<file path="src/rtl/l15_data_refill_ctrl.sv">
// L1.5 data-RAM refill controller: collects refill beats into a line buffer and writes the
// full line in one cycle, while servicing lookup reads on the shared RAM port.
module l15_data_refill_ctrl #(
    parameter int unsigned DATA_WIDTH = 128,
    parameter int unsigned ADDR_WIDTH = 7,
    parameter int unsigned BEAT_WIDTH = 32
) (
    input  logic                      clk,
    input  logic                      rst,
    input  logic                      refill_req_valid,
    output logic                      refill_req_ready,
    input  logic [ADDR_WIDTH-1:0]     refill_req_addr,
    input  logic                      beat_valid,
    output logic                      beat_ready,
    input  logic [BEAT_WIDTH-1:0]     beat_data,
    input  logic                      beat_last,
    input  logic                      rd_req,
    input  logic [ADDR_WIDTH-1:0]     rd_addr,
    output logic                      rd_gnt,
    output logic                      rd_rvalid,
    output logic [DATA_WIDTH-1:0]     rd_rdata,
    output logic                      ram_req,
    output logic                      ram_write,
    output logic [ADDR_WIDTH-1:0]     ram_addr,
    output logic [DATA_WIDTH-1:0]     ram_wdata,
    output logic [DATA_WIDTH/8-1:0]   ram_be,
    input  logic [DATA_WIDTH-1:0]     ram_rdata,
    output logic                      refill_done,
    output logic                      refill_err
);
    localparam int unsigned NBEATS = DATA_WIDTH / BEAT_WIDTH;
    localparam int unsigned CNT_W  = $clog2(NBEATS);

    localparam logic [1:0] IDLE    = 2'd0;
    localparam logic [1:0] COLLECT = 2'd1;
    localparam logic [1:0] WRITE   = 2'd2;

    localparam logic [CNT_W-1:0] CNT_LAST = CNT_W'(NBEATS - 1);

    logic [1:0]            state_q, state_d;
    logic [CNT_W-1:0]      cnt_q, cnt_d;
    logic [ADDR_WIDTH-1:0] addr_q, addr_d;
    logic [DATA_WIDTH-1:0] line_q, line_d;
    logic                  err_q, err_d;
    logic                  rd_rvalid_q, rd_rvalid_d;

    // Next-state and port logic; every output forced inactive while rst is high.
    always_comb begin
        state_d          = state_q;
        cnt_d            = cnt_q;
        addr_d           = addr_q;
        line_d           = line_q;
        err_d            = err_q;
        refill_req_ready = 1'b0;
        beat_ready       = 1'b0;
        rd_gnt           = 1'b0;
        refill_done      = 1'b0;
        ram_req          = 1'b0;
        ram_write        = 1'b0;
        ram_addr         = '0;
        ram_wdata        = '0;
        ram_be           = '0;

        if (!rst) begin
            case (state_q)
                IDLE: begin
                    refill_req_ready = 1'b1;
                    if (refill_req_valid) begin
                        addr_d  = refill_req_addr;
                        cnt_d   = '0;
                        state_d = COLLECT;
                    end
                end
                COLLECT: begin
                    beat_ready = 1'b1;
                    if (beat_valid) begin
                        for (int i = 0; i < NBEATS; i++) begin
                            if (cnt_q == CNT_W'(i)) begin
                                line_d[i*BEAT_WIDTH +: BEAT_WIDTH] = beat_data;
                            end
                        end
                        cnt_d = cnt_q + CNT_W'(1);
                        // beat_last must coincide exactly with the final beat
                        if ((cnt_q == CNT_LAST) != beat_last) begin
                            err_d = 1'b1;
                        end
                        if (cnt_q == CNT_LAST) begin
                            state_d = WRITE;
                        end
                    end
                end
                WRITE: begin
                    refill_done = 1'b1;
                    ram_req     = 1'b1;
                    ram_write   = 1'b1;
                    ram_addr    = addr_q;
                    ram_wdata   = line_q;
                    ram_be      = '1;
                    state_d     = IDLE;
                end
                default: state_d = IDLE;
            endcase

            // Reads stall only behind the line write
            if (state_q != WRITE && rd_req) begin
                rd_gnt   = 1'b1;
                ram_req  = 1'b1;
                ram_addr = rd_addr;
            end
        end

        rd_rvalid_d = rd_gnt;
    end

    always_ff @(posedge clk) begin
        if (rst) begin
            state_q     <= IDLE;
            cnt_q       <= '0;
            err_q       <= 1'b0;
            rd_rvalid_q <= 1'b0;
        end else begin
            state_q     <= state_d;
            cnt_q       <= cnt_d;
            err_q       <= err_d;
            rd_rvalid_q <= rd_rvalid_d;
        end
    end

    // Line buffer and latched address need no reset.
    always_ff @(posedge clk) begin
        addr_q <= addr_d;
        line_q <= line_d;
    end

    // Gating by rst drops a response due from a grant in the cycle before reset.
    assign rd_rvalid  = rd_rvalid_q & ~rst;
    assign refill_err = err_q & ~rst;
    assign rd_rdata   = ram_rdata;

endmodule

</file>
<file path="config.mk">
export PLATFORM = sky130hd
export DESIGN_NAME = l15_data_refill_ctrl
export DESIGN_NICKNAME = d
export VERILOG_FILES = /design/src/rtl/l15_data_refill_ctrl.sv
export SDC_FILE = /design/constraint.sdc
export NUM_CORES = 1
export LEC_CHECK = 0
export CORE_AREA = 3 3 180 182
export DETAILED_ROUTE_END_ITERATION = 7
export DIE_AREA = 0 0 183 185
export MAX_ROUTING_LAYER = met4
export SLEW_MARGIN = 20
export SYNTH_ARGS = -nofsm -noshare
export SYNTH_HDL_FRONTEND = slang
export SYNTH_SLANG_ARGS = --single-unit
</file>
<file path="constraint.sdc">
create_clock -name clk -period 4.4 [get_ports clk]
set_clock_uncertainty 0.2 [all_clocks]
set_input_delay 0.66 -clock clk [delete_from_list [all_inputs] [get_ports clk]]
set_output_delay 0.66 -clock clk [all_outputs]
set_load 0.02 [all_outputs]
</file>
* After elaboration in Yosys (flattened, before gate mapping)
Index checks and enable logic that the tools add are counted.
** Storage, ports and cells
- Flip-flop bits (word level) :: 141
- Output and inout bits :: 287
** Cells by class
- Add/subtract/negate cells :: 1
- Eq/ne operators :: 10
- Multiplexer cells :: 24
- Bitwise gates (word level) :: 3
- Reductions and logical operators :: 12
** Operators by type and width (count)
- $mux 128 :: 2
- $mux 16 :: 2
- $mux 7 :: 3
- $reduce_and 4->1 :: 4
- $reduce_and 3->1 :: 4
- $mux 1 :: 10
- $mux 2 :: 5
- $ne 2x2->1 const B :: 4
- $pmux 2 s2 :: 2
- $eq 2x2->1 const B :: 3
- $eq 2x1->1 const B :: 2
- $logic_not 2->1 :: 2
- $add 2x1->2 const B :: 1
- $and 1x1->1 :: 2
- $reduce_bool 2->1 :: 1
- $logic_and 1x1->1 :: 1
- $ne 1x1->1 :: 1
- $not 1->1 :: 1

* Logic depth before layout (Yosys ltp)
Gate-level depths: netlist (run 1).
- Depth after elaboration :: 4
- Mapped depth :: 5

* Worst setup path after synthesis (run 1)
OpenSTA, ideal clock, no wires.
- Path type :: input to output
- From :: input rst
- To :: output ram_wdata[100]
- Data arrival time :: 1635 ps
- Data required time :: 3540 ps
- Path slack :: 1905 ps
- Stages :: 4
- Cell sequence :: nor3b_2 > buf_4 > buf_2 > and2_1
** Between the ends
- Longest elaborated chain between the ends :: 1
** RTL lines
- start, declared :: line 9 : input logic rst,
- $mux 128 :: line 64 : if (!rst) begin
- end, declared :: line 25 : output logic [DATA_WIDTH-1:0] ram_wdata,
Every way passes these cells.

* Worst setup path after layout (run 1)
- From :: input rst
- To :: output ram_addr[4]
** Between the ends
- Longest elaborated chain between the ends :: 1
** RTL lines
- $mux 7 :: line 64
- end, declared :: line 24 : output logic [ADDR_WIDTH-1:0] ram_addr,
Every way passes these cells.

==> results.sh, run 1 <==
export IMPL_clockBufferDepth=2
export IMPL_max_freq_ghz=0.274
export IMPL_yosys_warnings=0
export IMPL_hold_viol=0
export IMPL_ios=467
export IMPL_cts_root_buffer="clkbuf_16"
export IMPL_postSynthNetCount=658
export IMPL_maxSlewHeadroom=0.642
export IMPL_outcome="completed"
export IMPL_drt_iter0_drc=150
export IMPL_dp_hpwl_um=20100
export IMPL_p_per_area_nw_per_um2=355
export IMPL_worstPathArrival_ns=2.79
export IMPL_worst_setup_path_type="in -> out"
export IMPL_ys_ff_latch=141
export IMPL_first_pass_iters=4
export IMPL_tns_ns=0
export IMPL_track_usage=0.144
export IMPL_final_layout_size_suffix_gt1_frac=0.0802
export IMPL_grt_ovfl_total=0
export IMPL_die_w_um=183
export IMPL_synth_edf_count=135
export IMPL_syn_area_um2=6480
export IMPL_grt_pass1_wl_um=32200
export IMPL_drc_errors=0
export IMPL_portBuffers=210
export IMPL_dp_cells=925
export IMPL_crit_required_ns=3.54
export IMPL_clock_sinks=141
export IMPL_syn_to_final_growth_pct=32.3
export IMPL_worstHoldStart="cnt_q[1]"
export IMPL_die_h_um=185
export IMPL_wirelength_um=24900
export IMPL_cts_tree="built"
export IMPL_period_needed_ns=3.65
export IMPL_ys_async_sr_fraction=0
export IMPL_cts_buffers=17
export IMPL_postCtsSetupBuffers=0
export IMPL_grt_max_degree=80
export IMPL_avgSynthCellArea_um2=13.7
export IMPL_initial_core_util=0.211
export IMPL_core_area_um2=30700
export IMPL_synth_distinct_cells=29
export IMPL_cts_resized=0
export IMPL_setup_viol_count_final=0
export IMPL_worst_slew_pin_transition_ns=0.537
export IMPL_rr_startpoint="state_q[0]"
export IMPL_ys_seq_area_frac=0.645
export IMPL_mostFrequentLayoutCell="clkdlybuf4s50_1"
export IMPL_total_power_w=0.00304
export IMPL_postRouteAntennaNets=0
export IMPL_end_kind="primary output"
export IMPL_dieArea_um2=33900
export IMPL_final_cell_mix="clkdlybuf4s50_1 (210), edfxtp_1 (135), and2_1 (129)"
export IMPL_drt_vias_per_instance=3.75
export IMPL_htree_levels=4
export IMPL_hold_path_class="reg -> reg"
export IMPL_path_clk_slew_ns=0.07
export IMPL_crit_path_start_kind="input port"
export IMPL_wire_per_inst_um=25.9
export IMPL_drv_cap=0
export IMPL_leakagePower_nw=2.86
export IMPL_startpoint="rst"
export IMPL_num_rows=64
export IMPL_rsz0062_at_grt="false"
export IMPL_synthFlopType="edfxtp_1"
export IMPL_antenna_found_initial=1
export IMPL_slew_viol_final=0
export IMPL_grt_pass1_vias=3685
export IMPL_clock_latency_ns=0.41
export IMPL_routabilityCongestion=0.793
export IMPL_peakVddDrop_mv=0.158
export IMPL_synthCells=474
export IMPL_finalNonFillerCells=958
export IMPL_hold_buffers=0
export IMPL_crit_fanout=8
export IMPL_via_count=3594
export IMPL_period_share=0.830
export IMPL_layout_nets=732
cells in the mapped netlist (all sizes together) (2+ instances only):
| library cell | instances | area (um^2) |
|---|---|---|
| a21oi | 3 | 18.8 |
| a22o | 7 | 61.3 |
| and2 | 129 | 807 |
| and3 | 5 | 31.3 |
| buf | 150 | 1120 |
| clkbuf | 12 | 60.1 |
| dfxtp | 6 | 120 |
| edfxtp | 135 | 4050 |
| ha | 4 | 50.1 |
| inv | 3 | 11.3 |
| nand2 | 3 | 11.3 |
| nand2b | 2 | 12.5 |
| nor2b | 3 | 18.8 |
| nor3 | 2 | 21.3 |
| nor3b | 2 | 20.0 |
per-stage QoR:
step | cell area (um^2) | util | setup slack (ns) | hold slack (ns)
floorplan | 6480 | - | 1.91 | 0.268
global placement | 7980 | 0.260 | 0.771 | 0.305
detailed placement | 7980 | 0.260 | 0.766 | 0.312
CTS | 8570 | 0.279 | 0.764 | 0.322
global route | 8570 | 0.279 | 0.630 | 0.348
finish | 8570 | 0.279 | 0.746 | 0.324
flip-flops by register name (all words and copies together), names as in the netlist:
| register | cells |
|---|---|
| rd_rvalid_q | 1 |
| addr_q | 7 |
| err_q | 1 |
| line_q | 128 |
| cnt_q | 2 |
| state_q | 2 |
routing by layer:
layer / vias to the layer above / wire length (um) / global-route usage
li1: 1601 / - / -
met1: 1685 / 6590 / 0.109
met2: 287 / 12700 / 0.245
met3: 21 / 4970 / 0.127
met4: 0 / 587 / 0.0460
met5: - / 0 / -
final cells by class:
type                            instances  area (um^2)
Inverter                                3         11.3
Antenna cell                            1         2.50
Tap cell                              396          495
Timing Repair Buffer                  217         2180
Clock inverter                         15          159
Clock buffer                           17          425
Multi-Input combinational cell        168         1120
Fill cell                            3175        22200
Sequential cell                       141         4170
kinds of logic after synthesis:
logic type | Yosys count | synth area share
flip-flops | 141 | 0.645
buffers and inverters | 165 | 0.184
XOR/XNOR | 1 | 0.00135
AND/OR/NAND/NOR | 148 | 0.145
adder cells (fa/ha/maj) | 4 | 0.00773
AO/OA/AOI/OAI | 15 | 0.0178
worst max-delay path, cell delays in order:
cell	delay, ns
clkdlybuf4s50_1	0.60
nand2b_1	0.29
a21oi_2	0.41
a22o_1	0.20
clkdlybuf4s50_1	0.62
power breakdown:
group	total (W)	leakage [nW]	switching (W)	internal [W]
logic	0.000109	1.32	0.0000512	0.0000579
clock network	0.00144	0.279	0.000597	0.000843
registers	0.00149	1.27	0.00000664	0.00149
total	0.00304	2.86	0.000655	0.00239
path summary, 6_finish.rpt:
path | depth (start not counted) | slack, ns | end
min reg2reg | 2 | 0.32 | cnt_q[1]
max reg2reg | 4 | 2.01 | line_q[122]
max | 5 | 0.75 | ram_addr[4]
min | 2 | 0.32 | cnt_q[1]
No activity file was read; power rests on OpenSTA's default activity.
==> run 2, diff against run 1 <==
Clock period 4.4 ns to 2.9 ns, I/O delays scaled along.
==> run 2 against run 1 <==
Effect of this change:
- register-to-register slack got worse by 1.1 ns
- largest cell class unchanged
- design area increased by 0.98%
- first-iteration DRC count rose by 23%
- combinational power grew 55%
- setup slack worse by 0.65 ns
- final cell count rose by 1.7%
==> results.sh, run 2 (same netlist as run 1, synthesis figures left out) <==
export IMPL_grt_pass1_vias=3967
export IMPL_drc_errors=0
export IMPL_clock_sinks=141
export IMPL_worstHoldStart="cnt_q[1]"
export IMPL_final_layout_size_suffix_gt1_frac=0.114
export IMPL_htree_levels=4
export IMPL_postCtsSetupBuffers=0
export IMPL_regMostFlops="line_q"
export IMPL_cts_root_buffer="clkbuf_16"
export IMPL_layout_nets=750
export IMPL_crit_fanout=18
export IMPL_grt_max_degree=37
export IMPL_cts_tree="built"
export IMPL_timing_rr_end="line_q[10]"
export IMPL_num_rows=64
export IMPL_final_cell_mix="edfxtp_1 (135), dlygate4sd2_1 (132), and2_1 (129)"
export IMPL_p_seq_frac=0.482
export IMPL_dp_hpwl_um=20600
export IMPL_end_kind="primary output"
export IMPL_initial_core_util=0.211
export IMPL_hold_buffers=0
export IMPL_path_clk_slew_ns=0.06
export IMPL_mostFrequentLayoutCell="edfxtp_1"
export IMPL_fill_cells=3192
export IMPL_die_h_um=185
export IMPL_routabilityCongestion=0.806
export IMPL_worst_setup_path_type="in -> out"
export IMPL_drv_cap=0
export IMPL_min_path_cells=2
export IMPL_combPwrFrac=0.036
export IMPL_rr_startpoint="state_q[0]"
export IMPL_maxSlewHeadroom=0.755
export IMPL_path_cells="clkdlybuf4s50_1 -> nor3b_4 -> buf_12 -> and2_1 -> clkdlybuf4s50_1"
export IMPL_setup_viol_count_final=0
export IMPL_outcome="completed"
export IMPL_peakVddDrop_mv=0.355
export IMPL_multi_input_area_um2=1120
export IMPL_dp_cells=943
export IMPL_whs_endpoint="cnt_q[1]"
export IMPL_pwr_share_clk=0.482
export IMPL_rsz0062_at_grt="false"
export IMPL_drt_iter0_drc=185
export IMPL_clockBufferDepth=2
export IMPL_p_sw_frac=0.199
export IMPL_hold_path_class="reg -> reg"
export IMPL_worst_slew_pin_transition_ns=0.367
export IMPL_reg_top3="line_q: 128 flops, addr_q: 7 flops"
export IMPL_leakagePower_nw=3.76
export IMPL_syn_to_final_growth_pct=33.6
export IMPL_antenna_found_initial=1
export IMPL_track_usage=0.146
export IMPL_worstPathArrival_ns=2.17
export IMPL_switching_power_w=0.000935
export IMPL_grt_pass1_wl_um=33200
export IMPL_rrSetupSlack_ns=0.93
export IMPL_ios=467
export IMPL_postRouteAntennaNets=0
export IMPL_seq_area_um2=4170
export IMPL_slew_viol_final=0
export IMPL_clock_latency_ns=0.41
export IMPL_period_share=0.968
export IMPL_grt_ovfl_total=0
export IMPL_portBuffers=210
export IMPL_wirelength_um=25300
export IMPL_drt_vias_per_instance=3.77
export IMPL_core_area_um2=30700
export IMPL_critPathMaxStageDelay_ns=0.62
export IMPL_worst_r2r_path_depth=5
export IMPL_cts_buffers=17
export IMPL_p_per_area_nw_per_um2=544
export IMPL_largest_register_ffs=128
export IMPL_crit_path_start_kind="input port"
export IMPL_period_needed_ns=2.81
export IMPL_die_w_um=183
export IMPL_first_pass_iters=4
export IMPL_max_freq_ghz=0.356
export IMPL_finalNonFillerCells=974
export IMPL_intPower_w=0.00377
export IMPL_dieArea_um2=33900
export IMPL_slowest_stage="clkdlybuf4s50_1"
export IMPL_crit_required_ns=2.27
export IMPL_cp_common_cell="clkdlybuf4s50_1"
export IMPL_hold_viol=0
export IMPL_tns_ns=0
export IMPL_via_count=3676
export IMPL_wire_per_inst_um=25.9
==> run 2: cell types whose count changed in the layout (fill, tap and decap cells not counted), moves of 7 or more <==
cell	change
dlymetal6s2s_1	+7
buf_12	+7
buf_4	+14
dlygate4sd2_1	+132
clkdlybuf4s50_1	-142
==> run 2: power by group through the flow <==
| stage | sequential, W | clock (W) | combinational, W |
|---|---|---|---|
| global route | 0.00227 | 0.00243 | 0.000184 |
| finish | 0.00227 | 0.00227 | 0.000169 |
| floorplan | 0.00231 | 0 | 0.000300 |
| detailed placement | 0.00231 | 0 | 0.000175 |
| global placement | 0.00231 | 0 | 0.000171 |
| CTS | 0.00227 | 0.00233 | 0.000172 |
==> run 2: layout make-up <==
class	instances	share of cell area
inverter	3	0.00130
tap	396	0.0573
multi-input combinational	168	0.130
timing repair buffer	235	0.260
clock buffer	17	0.0492
sequential	141	0.482
clock inverter	13	0.0202
antenna	1	0.000289
==> run 2: routing by layer <==
layer / routed length, um / vias up / GRT usage
met5: 0 / - / -
li1: - / 1635 / -
met4: 489 / 0 / 0.0442
met1: 6580 / 1727 / 0.109
met3: 5130 / 21 / 0.129
met2: 13100 / 293 / 0.255
==> run 2: worst max-delay path by stage <==
stage	from	endpoint	slack, ns	cells past startpoint
finish	rst	ram_wdata[117]	0.09	5
floorplan	state_q[0]	line_q[100]	0.56	3
detailed placement	rst	ram_be[14]	-0.1	6
global placement	rst	ram_wdata[31]	-0.07	6
CTS	rst	ram_be[9]	0.03	5
global route	rst	ram_wdata[117]	0.0006	5
==> run 2: critical path, delay by kind of cell <==
kind,cells,cell delay [ns]
buffers and inverters,3,1.32
and+or+nand+nor,2,0.41
==> run 2: metrics by stage <==
stage / setup WS (ns) / hold slack, ns / instance area, um^2 / utilization / power, W
after floorplan: 0.563 / 0.268 / 6480 / - / 0.00261
after global placement: -0.0714 / 0.297 / 8200 / 0.267 / 0.00248
after detailed placement: -0.0984 / 0.295 / 8200 / 0.267 / 0.00249
after CTS: 0.0331 / 0.304 / 8630 / 0.281 / 0.00477
after global routing: 0.000643 / 0.334 / 8650 / 0.281 / 0.00488
final: 0.0926 / 0.302 / 8650 / 0.281 / 0.00471
==> run 2: repair_timing <==
item                                    4_1_cts  5_1_grt
hold endpoints to repair                      0        0
endpoints found under the setup margin      132        7
gates cloned                                  0        0
resized for setup                           132        7
pin swaps                                     0        0
